## src/rtl/cond_pkg.sv

```systemverilog
// Shared definitions for the conditional-execution unit.
// Holds the ARM condition-code encodings and the bit positions of the
// N, Z, C and V flags inside the architectural flag register.
package cond_pkg;

    localparam logic [3:0] COND_EQ = 4'h0;
    localparam logic [3:0] COND_NE = 4'h1;
    localparam logic [3:0] COND_CS = 4'h2;
    localparam logic [3:0] COND_CC = 4'h3;
    localparam logic [3:0] COND_MI = 4'h4;
    localparam logic [3:0] COND_PL = 4'h5;
    localparam logic [3:0] COND_VS = 4'h6;
    localparam logic [3:0] COND_VC = 4'h7;
    localparam logic [3:0] COND_HI = 4'h8;
    localparam logic [3:0] COND_LS = 4'h9;
    localparam logic [3:0] COND_GE = 4'hA;
    localparam logic [3:0] COND_LT = 4'hB;
    localparam logic [3:0] COND_GT = 4'hC;
    localparam logic [3:0] COND_LE = 4'hD;
    localparam logic [3:0] COND_AL = 4'hE;
    localparam logic [3:0] COND_NV = 4'hF;

    localparam int FLAG_N = 3;
    localparam int FLAG_Z = 2;
    localparam int FLAG_C = 1;
    localparam int FLAG_V = 0;

endpackage

```

## src/rtl/cond_eval.sv

```systemverilog
// Purely combinational ARM condition evaluator.
// Ports:
//   cond     in  4  instruction condition field
//   nzcv     in  4  flags N,Z,C,V (bit 3 = N)
//   cond_raw out 1  1 when the instruction should execute
module cond_eval
    import cond_pkg::*;
(
    input  logic [3:0] cond,
    input  logic [3:0] nzcv,
    output logic       cond_raw
);

    logic n, z, c, v;

    assign n = nzcv[FLAG_N];
    assign z = nzcv[FLAG_Z];
    assign c = nzcv[FLAG_C];
    assign v = nzcv[FLAG_V];

    always_comb begin
        cond_raw = 1'b1;
        case (cond)
            COND_EQ: cond_raw = z;
            COND_NE: cond_raw = ~z;
            COND_CS: cond_raw = c;
            COND_CC: cond_raw = ~c;
            COND_MI: cond_raw = n;
            COND_PL: cond_raw = ~n;
            COND_VS: cond_raw = v;
            COND_VC: cond_raw = ~v;
            COND_HI: cond_raw = c & ~z;
            COND_LS: cond_raw = ~c | z;
            COND_GE: cond_raw = (n == v);
            COND_LT: cond_raw = (n != v);
            COND_GT: cond_raw = ~z & (n == v);
            COND_LE: cond_raw = z | (n != v);
            // AL and the unconditional NV space both execute.
            default: cond_raw = 1'b1;
        endcase
    end

endmodule

```

## src/rtl/cond_exec_unit.sv

```systemverilog
// Conditional-execution unit for the multicycle ARM controller.
// Evaluates the condition field, holds the execute decision for the whole
// instruction, applies grouped flag writes through a delay pipeline and
// keeps a flag save/restore stack for exception entry/return.
// Ports:
//   clk, reset                     clock, async active-high reset
//   Cond, ALUFlags, FlagW          condition field, ALU flags, group write requests
//   CondLatch                      decode strobe capturing the execute decision
//   PCS, NextPC, RegW, MemW        write requests from the decoder/FSM
//   FlagPush, FlagPop              flag stack save/restore
//   PCWrite, RegWrite, MemWrite    gated write enables
//   CondEx                         effective execute decision
//   Flags                          architectural flag register
//   StackEmpty, StackFull, StackErr stack status (StackErr sticky)
module cond_exec_unit
    import cond_pkg::*;
#(
    parameter int FLAGW       = 4,
    parameter int NGROUPS     = 2,
    parameter int FLAG_DELAY  = 1,
    parameter int STACK_DEPTH = 4
) (
    input  logic               clk,
    input  logic               reset,
    input  logic [3:0]         Cond,
    input  logic [FLAGW-1:0]   ALUFlags,
    input  logic [NGROUPS-1:0] FlagW,
    input  logic               CondLatch,
    input  logic               PCS,
    input  logic               NextPC,
    input  logic               RegW,
    input  logic               MemW,
    input  logic               FlagPush,
    input  logic               FlagPop,
    output logic               PCWrite,
    output logic               RegWrite,
    output logic               MemWrite,
    output logic               CondEx,
    output logic [FLAGW-1:0]   Flags,
    output logic               StackEmpty,
    output logic               StackFull,
    output logic               StackErr
);

    localparam int GW = FLAGW / NGROUPS;
    localparam int PW = $clog2(STACK_DEPTH + 1);

    logic               cond_raw;
    logic               cond_ex_q, cond_ex_d, cond_ex_eff;
    logic [NGROUPS-1:0] flag_req, flag_write_dly;
    logic [FLAGW-1:0]   flags_q, flags_d;
    logic [FLAGW-1:0]   stack_q [STACK_DEPTH];
    logic [FLAGW-1:0]   stack_d [STACK_DEPTH];
    logic [FLAGW-1:0]   stack_top;
    logic [PW-1:0]      sp_q, sp_d;
    logic               err_q, err_d;
    logic               stack_empty, stack_full, push_ok, pop_ok, stack_bad;

    cond_eval u_cond_eval (
        .cond     (Cond),
        .nzcv     (flags_q[3:0]),
        .cond_raw (cond_raw)
    );

    // Reset forces the decision low so no write escapes while reset is held.
    always_comb begin
        cond_ex_d   = CondLatch ? cond_raw : cond_ex_q;
        cond_ex_eff = ~reset & cond_ex_d;
        flag_req    = FlagW & {NGROUPS{cond_ex_eff}};
    end

    generate
        if (FLAG_DELAY == 0) begin : g_no_delay
            assign flag_write_dly = flag_req;
        end else begin : g_delay
            logic [NGROUPS-1:0] pipe_q [FLAG_DELAY];
            logic [NGROUPS-1:0] pipe_d [FLAG_DELAY];

            always_comb begin
                pipe_d[0] = flag_req;
                for (int i = 1; i < FLAG_DELAY; i++) begin
                    pipe_d[i] = pipe_q[i-1];
                end
            end

            always_ff @(posedge clk or posedge reset) begin
                if (reset) begin
                    for (int i = 0; i < FLAG_DELAY; i++) begin
                        pipe_q[i] <= '0;
                    end
                end else begin
                    pipe_q <= pipe_d;
                end
            end

            assign flag_write_dly = pipe_q[FLAG_DELAY-1];
        end
    endgenerate

    // Stack pointer counts occupied entries; the top entry sits at sp_q-1.
    always_comb begin
        stack_empty = (sp_q == '0);
        stack_full  = (sp_q == PW'(STACK_DEPTH));
        push_ok     = FlagPush & ~FlagPop & ~stack_full;
        pop_ok      = FlagPop & ~FlagPush & ~stack_empty;
        stack_bad   = (FlagPush & FlagPop) | (FlagPush & stack_full) |
                      (FlagPop & stack_empty);

        stack_top = '0;
        stack_d   = stack_q;
        for (int i = 0; i < STACK_DEPTH; i++) begin
            if (sp_q == PW'(i + 1)) stack_top = stack_q[i];
            if (push_ok && (sp_q == PW'(i))) stack_d[i] = flags_q;
        end

        sp_d = sp_q;
        if (push_ok)     sp_d = sp_q + 1'b1;
        else if (pop_ok) sp_d = sp_q - 1'b1;

        err_d = err_q | stack_bad;

        // Grouped writes first; a successful pop then overrides every group.
        flags_d = flags_q;
        for (int g = 0; g < NGROUPS; g++) begin
            if (flag_write_dly[g]) flags_d[g*GW +: GW] = ALUFlags[g*GW +: GW];
        end
        if (pop_ok) flags_d = stack_top;
    end

    always_ff @(posedge clk or posedge reset) begin
        if (reset) begin
            cond_ex_q <= 1'b0;
            flags_q   <= '0;
            sp_q      <= '0;
            err_q     <= 1'b0;
            for (int i = 0; i < STACK_DEPTH; i++) begin
                stack_q[i] <= '0;
            end
        end else begin
            cond_ex_q <= cond_ex_d;
            flags_q   <= flags_d;
            sp_q      <= sp_d;
            err_q     <= err_d;
            stack_q   <= stack_d;
        end
    end

    assign CondEx     = cond_ex_eff;
    assign PCWrite    = (PCS & cond_ex_eff) | NextPC;
    assign RegWrite   = RegW & cond_ex_eff;
    assign MemWrite   = MemW & cond_ex_eff;
    assign Flags      = flags_q;
    assign StackEmpty = stack_empty;
    assign StackFull  = stack_full;
    assign StackErr   = err_q;

endmodule

```

## config.mk

```make
export PLATFORM = sky130hd
export DESIGN_NAME = cond_exec_unit
export DESIGN_NICKNAME = d
export VERILOG_FILES = /design/src/rtl/cond_pkg.sv /design/src/rtl/cond_eval.sv /design/src/rtl/cond_exec_unit.sv
export SDC_FILE = /design/constraint.sdc
export NUM_CORES = 1
export LEC_CHECK = 0
export CAP_MARGIN = 10
export CORE_MARGIN = 3
export CORE_UTILIZATION = 51
export DETAILED_ROUTE_END_ITERATION = 12
export PLACE_DENSITY = 0.82
export SLEW_MARGIN = 10
export SYNTH_ARGS = -nofsm -noshare
export SYNTH_HDL_FRONTEND = slang
export SYNTH_SLANG_ARGS = --single-unit
```

## constraint.sdc

```tcl
create_clock -name clk -period 2.45 [get_ports clk]
set_input_delay 0.3675 -clock clk [delete_from_list [all_inputs] [get_ports clk]]
set_output_delay 0.3675 -clock clk [all_outputs]
set_load 0.02 [all_outputs]
```

# == Word level (Yosys, flattened, before mapping) ==
# Index checks and enable logic that the tools add are counted.
# totals
ff_bits,27
inputBits,19
output_inout_bits,11
word_cells,80
# classes
add_sub_neg,2
eq_ne,19
n_mux,11
bitwise,29
reduce_logical,9
# ops
cell,n
$eq A4 B4 Y1 const B,6
$mux W4,5
$eq A4 B3 Y1 const B,4
$pmux W1 S14,1
$and A1 B1 Y1,13
$not A1 Y1,9
$eq A4 B2 Y1 const B,2
$eq A3 B2 Y1 const B,2
$mux W3,2
$or A1 B1 Y1,6
$reduce_bool A2 Y1,3
$eq A4 B1 Y1 const B,1
$logic_and A1 B1 Y1,4
$logic_not A4 Y1,1
$mux W2,2
$add A3 B1 Y3 const B,1
$eq A3 B1 Y1 const B,1
$eq A3 B3 Y1 const B,1
$logic_not A3 Y1,1
$sub A3 B1 Y3 const B,1
$and A2 B2 Y2,1
$eq A1 B1 Y1,1
$mux W1,1
$ne A1 B1 Y1,1

# == Longest topological paths before layout ==
# Gate-level depths: netlist of run 1.
# logic_depth
ltp_word,7
depth_mapped,8
mapped_depth_nobuf,7

# == Cells and area by module ==
# Synthesis of run 1 repeated with hierarchy kept, for this count alone.
# hier_totals
hier_cells,151
area_unflattened_um2,1626.6
# modules_own_cells
module,instances,cells_per_inst,area_per_inst_um2,seq_area_each_um2
cond_exec_unit,1,128,1461.4,675.6
cond_eval,1,23,165.2,0.0

# == Least setup slack after synthesis of run 1 ==
# No wires, ideal clock.
# synth_path
path_kind,register -> output
start,reg flags_q[2] (netlist: Flags[2])
end,out MemWrite
t_arrival_ps,1838
required_ps,2082
slack_ps,244
stages_incl_launch_ff,6
n_path_buf,0
path_cell_list,dfrtp_1 > and2b_4 > a22oi_2 > mux2i_1 > a311oi_4 > and2_1
# synth_between
elab_chain_cells,6
elab_cells_between_ends,9
# synth_lines
item,line,source
from (decl),cond_exec_unit.sv:51,"logic [FLAGW-1:0] flags_q, flags_d;"
from (signal assigned),cond_exec_unit.sv:141,flags_q <= flags_d;
$not A1 Y1,"cond_eval.sv:25, cond_eval.sv:32, cond_eval.sv:36",
$and A1 B1 Y1 (on tied branches),"cond_eval.sv:36, cond_eval.sv:32",
$pmux W1 S14 (*),cond_eval.sv:23,case (cond)
$mux W1 (*),cond_exec_unit.sv:67,cond_ex_d = CondLatch ? cond_raw : cond_ex_q;
$and A1 B1 Y1 (*),cond_exec_unit.sv:68,cond_ex_eff = ~reset & cond_ex_d;
via CondEx,cond_exec_unit.sv:38,"output logic CondEx,"
$and A1 B1 Y1 (*),cond_exec_unit.sv:151,assign MemWrite = MemW & cond_ex_eff;
to (decl),cond_exec_unit.sv:37,"output logic MemWrite,"
# Mark *: on every way through the listed nets, which the timed path passes. The rest lies on a longest branch.

# == Worst setup path in the final report of run 1 ==
# layout_path
start,reg flags_q[3] (netlist: Flags[3])
end,out MemWrite
# layout_between
elab_chain_cells,6
elab_cells_between_ends,9
# layout_lines
item,line
$ne A1 B1 Y1 / $eq A1 B1 Y1 (equally long branches),n/a
$or A1 B1 Y1 / $and A1 B1 Y1 (equally long branches),"cond_eval.sv:37, cond_eval.sv:36"
$pmux W1 S14 (*),cond_eval.sv:23
$mux W1 (*),cond_exec_unit.sv:67
$and A1 B1 Y1 (*),cond_exec_unit.sv:68
$and A1 B1 Y1 (*),cond_exec_unit.sv:151
# Every way passes the cells marked *; elsewhere a longest branch is shown, timed or not.

==> flow_summary.yaml, run 1 <==
timing:
  relSlewSlack: 0.685
  max_clock_freq_mhz: 405
  period_share: 1.01
  holdWs_ns: 0.459
  setup_viol: 2
  setup_ws_ns: -0.0188
  finalCriticalPeriod_ns: 2.47
  rsz0062_at_grt: "yes"
  hold_viol: 0
  tightest_slew_ns: 0.472
  clock_skew_ns: 0.00877
  slew_violations: 0
clock_network:
  clk_pin_slew_ns: 0.15
  clkSinkCount: 27
  root_buffer: "clkbuf_4"
  htree_levels: 1
  cts_tree: "built"
  worstSkewPairLatency_ns: 0.34
  cts_inserted_buffers: 3
  cts_buffer_depth: 2
placement:
  placed_cell_area_um2: 1980
  dp_hpwl_um: 2710
  globalplace.congestion: 0.885
  dp.cells: 220
  port_buffers: 29
synth:
  ys.flop_type: "dfrtp_1"
  post_synth_num_cell_types: 35
  synthArstFlopShare: 1.00
  syn_area_um2: 1580
  synth_warnings: 0
  synth_edf_count: 0
  ys_seq_elements: 27
  synth_cells: 151
  yosysSeqAreaShare: 0.429
  avgSynthCellArea_um2: 10.4
  syn_nets: 176
finish:
  layout_commonest_cell: "dfrtp_1"
  fillers: 216
  post-route-util: 0.721
  design_area_um2: 2060
  stdcell_count: 228
  drive_above_1_share: 0.264
  fin_nets: 223
  area_growth_pct: 30.5
  final_cell_mix: "dfrtp_1, mux2_2, clkdlybuf4s50_1"
  diodes: 0
run:
  cap_violations: 0
setup_path:
  critical_path_required_ns: 2.08
  cp_top_family: "compound AO/OA/AOI/OAI gates"
  crit_buf_inv: 2
  worstSetupPathType: "flop to output pin"
  end_kind: "output pin"
  path_cells: "xnor2_2 > a22oi_2 > mux2i_2 > a311oi_4 > buf_4 > and2_4 > buf_6"
  critical_path.slowest_cell: "dfrtp_1"
  cp_max_fo: 4
  cp.arrival_ns: 2.10
  start_kind: "flop"
  cp_slowest_stage_delay_ns: 0.44
run_status:
  status: "finished with violations"
  failed_checks: "setup timing"
drt:
  first_pass_iters: 4
  vias_per_cell: 5.78
  wl_per_cell_um: 16.4
  wirelength_um: 3740
  drtIter0Drc: 44
  drtAntennaViolNets: 0
  vias: 1318
  drc: 0
global_route:
  grt_overflow: 0
  grt_first_pass_wirelength_um: 6100
  grt_usage: 0.222
  grt_pass1_vias: 1331
  antenna_found_initial: 0
  grt_start_max_net_pins: 28
power_and_ir_drop:
  peakVddDrop_mv: 0.601
  finalPower_mw: 2.22
  leakage_nw: 0.923
  power_density_nw_per_um2: 1080
floorplanning:
  start_util: 0.553
  die-area_um2: 3790
  num_rows: 19
  die_x_um: 61.6
  io_pins: 30
  die_h_um: 61.6
  core_um2: 2850
min_path:
  hp-class: "input port to asynchronous set/reset pin"
==> cell type report <==
class,count,area (um2),area share
Multi-Input combinational cell,113,886,0.431
Clock inverter,1,5.00,0.00243
Inverter,8,30.0,0.0146
Timing Repair Buffer,45,399,0.194
Tap cell,31,38.8,0.0189
Sequential cell,27,676,0.328
Clock buffer,3,22.5,0.0109
==> synth_stat cells (4+ instances only) <==
library cell  number  area share
a21oi_1            6       0.019
mux2i_1            4       0.025
o21ai_0           11       0.035
o21a_1             4       0.019
ha_1               6       0.048
xnor2_1            6       0.033
mux2_2            19        0.14
and2_1             4       0.016
nor2_1             9       0.021
a221oi_1           4       0.022
nand2_1           14       0.033
dfrtp_1           27        0.43
inv_1              7       0.017
==> kinds of logic after synthesis <==
kind of cell / after synthesis / share of synthesized area
simple gates: 41 / 0.133
compound gates: 36 / 0.163
flops: 27 / 0.429
mux: 24 / 0.168
buf+inv: 11 / 0.0262
xor+xnor: 6 / 0.0333
fa+ha+maj: 6 / 0.0476
==> registers in the layout, summed over array words and instances, names as in the netlist <==
register        cells
stack_q            16
Flags               4
sp_q                3
flag_write_dly      2
StackErr            1
cond_ex_q           1
==> stage by stage <==
stage | worst slack (ns) | TNS, ns
2_1_floorplan | 0.244 | 0
3_3_place_gp | -0.483 | -1.82
3_5_place_dp | -0.553 | -2.07
4_1_cts | -0.00232 | -0.00232
5_1_grt | -0.162 | -0.446
6_report | -0.0188 | -0.0226
==> routing by layer <==
layer | wire length (um) | up-vias | global-route usage
met1 | 1600 | 654 | 0.268
met3 | 135 | 5 | 0.0273
met5 | 0 | - | 0
met2 | 1940 | 25 | 0.404
met4 | 55 | 0 | 0.0788
li1 | - | 634 | -
==> final timing paths <==
path / from / end / slack (ns) / depth (start not counted)
setup / recovery: Flags[3] / MemWrite / -0.02 / 7
hold / removal: reset / stack_q[7] / 0.46 / 3
setup reg to reg: sp_q[1] / Flags[2] / 0.52 / 7
hold reg to reg: StackErr / StackErr / 0.52 / 2
max in group asynchronous: reset / StackErr / 1.73 / 3
min in group clk: StackErr / StackErr / 0.52 / 2
==> timing repair <==
| item | CTS | global route |
|---|---|---|
| gates resized for setup | 22 | 6 |
| hold buffers | 0 | 0 |
| endpoints found under the setup margin | 6 | 4 |
| setup buffers | 4 | 0 |
| pin swaps | 2 | 2 |
==> worst min-delay path: stages <==
cell	delay (ns)
clkdlybuf4s50_1	0.46
inv_1	0.07
buf_4	0.32
==> power by group <==
group	internal, mW	leakage [nW]	switching, mW
registers	0.641	0.329	0.171
logic	0.623	0.576	0.588
clock network	0.0615	0.0177	0.137
No activity file was read; power rests on OpenSTA's default activity.
==> run 2, diff against run 1 <==
- CELL_PAD_IN_SITES_DETAIL_PLACEMENT: not set -> 2
- CELL_PAD_IN_SITES_GLOBAL_PLACEMENT: not set -> 2
- CORE_UTILIZATION: 51 -> 32
- PLACE_DENSITY: 0.82 -> not set
- PLACE_DENSITY_LB_ADDON: not set -> 0.1
- SLEW_MARGIN: 10 -> 20
==> run 2 against run 1 <==
Net effect: the flow now finishes without violations; sequential cell count unchanged; global-route usage decreased by 5.3 points; combinational power increased by 15%; sequential power is 2% lower; register-to-register slack got worse by 0.09 ns; critical path type unchanged; largest power group unchanged.
==> flow_summary.yaml, run 2 (same netlist as run 1, synthesis figures left out) <==
run_status:
  status: "completed"
global_route:
  grt_usage: 0.170
  grt_pass1_vias: 1515
  grt_first_pass_wirelength_um: 7940
  antenna_found_initial: 0
  grt_start_max_net_pins: 28
  grt_overflow: 0
finish:
  drive_above_1_share: 0.299
  seq_area_um2: 677
  diodes: 0
  fillers: 494
  fin_nets: 227
  largest-register: "stack_q"
  largest_reg_flops: 16
  area_growth_pct: 38.9
  final_cell_mix: "dfrtp_1, buf_4, mux2_2, clkdlybuf4s50_1, nand2_1"
  stdcell_count: 266
  layout_commonest_cell: "dfrtp_1"
  multi_input_area_um2: 907
drt:
  first_pass_iters: 4
  wirelength_um: 4780
  vias: 1328
  drtIter0Drc: 32
  drtAntennaViolNets: 0
  drc: 0
  vias_per_cell: 4.99
  wl_per_cell_um: 18.0
timing:
  setup_viol: 0
  clock_skew_ns: 0.0101
  finalCriticalPeriod_ns: 2.35
  slew_violations: 0
  period_share: 0.958
  rsz0062_at_grt: "yes"
  tightest_slew_ns: 0.530
  hold_viol: 0
  max_clock_freq_mhz: 426
  relSlewSlack: 0.645
min_path:
  hp-class: "flop to flop"
power_and_ir_drop:
  power_density_nw_per_um2: 1110
  finalPower_mw: 2.44
  leakage_nw: 0.964
  peakVddDrop_mv: 0.481
clock_network:
  cts_buffer_depth: 2
  root_buffer: "clkbuf_8"
  cts_inserted_buffers: 3
  cts_tree: "built"
  clkSinkCount: 27
  htree_levels: 1
  clk_pin_slew_ns: 0.10
  worstSkewPairLatency_ns: 0.28
placement:
  globalplace.congestion: 0.842
  dp_hpwl_um: 3710
  port_buffers: 29
  dp.cells: 260
floorplanning:
  start_util: 0.345
  io_pins: 30
  die-area_um2: 5800
  die_x_um: 76.2
  num_rows: 24
  core_um2: 4560
  die_h_um: 76.2
setup_path:
  worstSetupPathType: "flop to output pin"
  start_kind: "flop"
  critical_path_required_ns: 2.08
  cp.arrival_ns: 1.98
  end_kind: "output pin"
  cp_max_fo: 5
run:
  cap_violations: 0
==> run 2: path summary, 6_finish.rpt <==
check,start,end,slack [ns],cells after the start
setup / recovery,Flags[0],MemWrite,0.10,7
hold / removal,StackErr,StackErr,0.50,2
setup reg to reg,sp_q[1],Flags[0],0.43,7
hold reg to reg,StackErr,StackErr,0.50,2
max in group asynchronous,reset,Flags[1],1.63,3
min in group asynchronous,reset,cond_ex_q,0.54,3
==> run 2: per-layer routing <==
layer / global-route usage / wire length, um / vias up
li1: - / - / 641
met1: 0.242 / 2300 / 670
met2: 0.285 / 2370 / 15
met3: 0.0272 / 96 / 2
met4: 0.0109 / 13 / 0
met5: 0 / 0 / -
==> run 2: stage by stage <==
| stage | setup TNS, ns | instance area (um2) | hold slack [ns] | worst slack, ns | util |
|---|---|---|---|---|---|
| floorplan | 0 | 1580 | 0.420 | 0.244 | - |
| global placement | -1.76 | 2070 | 0.461 | -0.465 | 0.454 |
| detailed placement | -2.09 | 2070 | 0.474 | -0.554 | 0.454 |
| CTS | 0 | 2130 | 0.502 | 0.00224 | 0.467 |
| global route | -0.0334 | 2190 | 0.537 | -0.0175 | 0.480 |
| finish | 0 | 2190 | 0.497 | 0.104 | 0.480 |
==> run 2: worst max-delay path, cell delays in order, from the launching register on <==
cell and delay, ns:
dfrtp_1 0.42, buf_4 0.15, mux2i_2 0.17, xnor2_1 0.16, a22oi_2 0.13, a311oi_4 0.36, and2_1 0.20, buf_6 0.12
==> run 2: timing repair <==
action                                  in CTS  in global routing
resized for setup                           24                 13
hold buffers                                 0                  0
pin swaps                                    3                  6
endpoints found under the setup margin       6                  5
buffers inserted                             1                  1
==> run 2: area by class of cell <==
cell class,count,area share
Multi-Input combinational cell,113,0.414
Clock buffer,3,0.0189
Sequential cell,27,0.309
Tap cell,65,0.0371
Inverter,8,0.0137
Timing Repair Buffer,49,0.203
Clock inverter,1,0.00343
==> run 2: report_power, final <==
group          internal, mW  total (mW)  leakage, nW  switching, mW
sequential            0.644       0.793        0.328          0.149
clock                 0.115       0.259       0.0217          0.144
combinational         0.694        1.39        0.614          0.692
total                  1.45        2.44        0.964          0.984
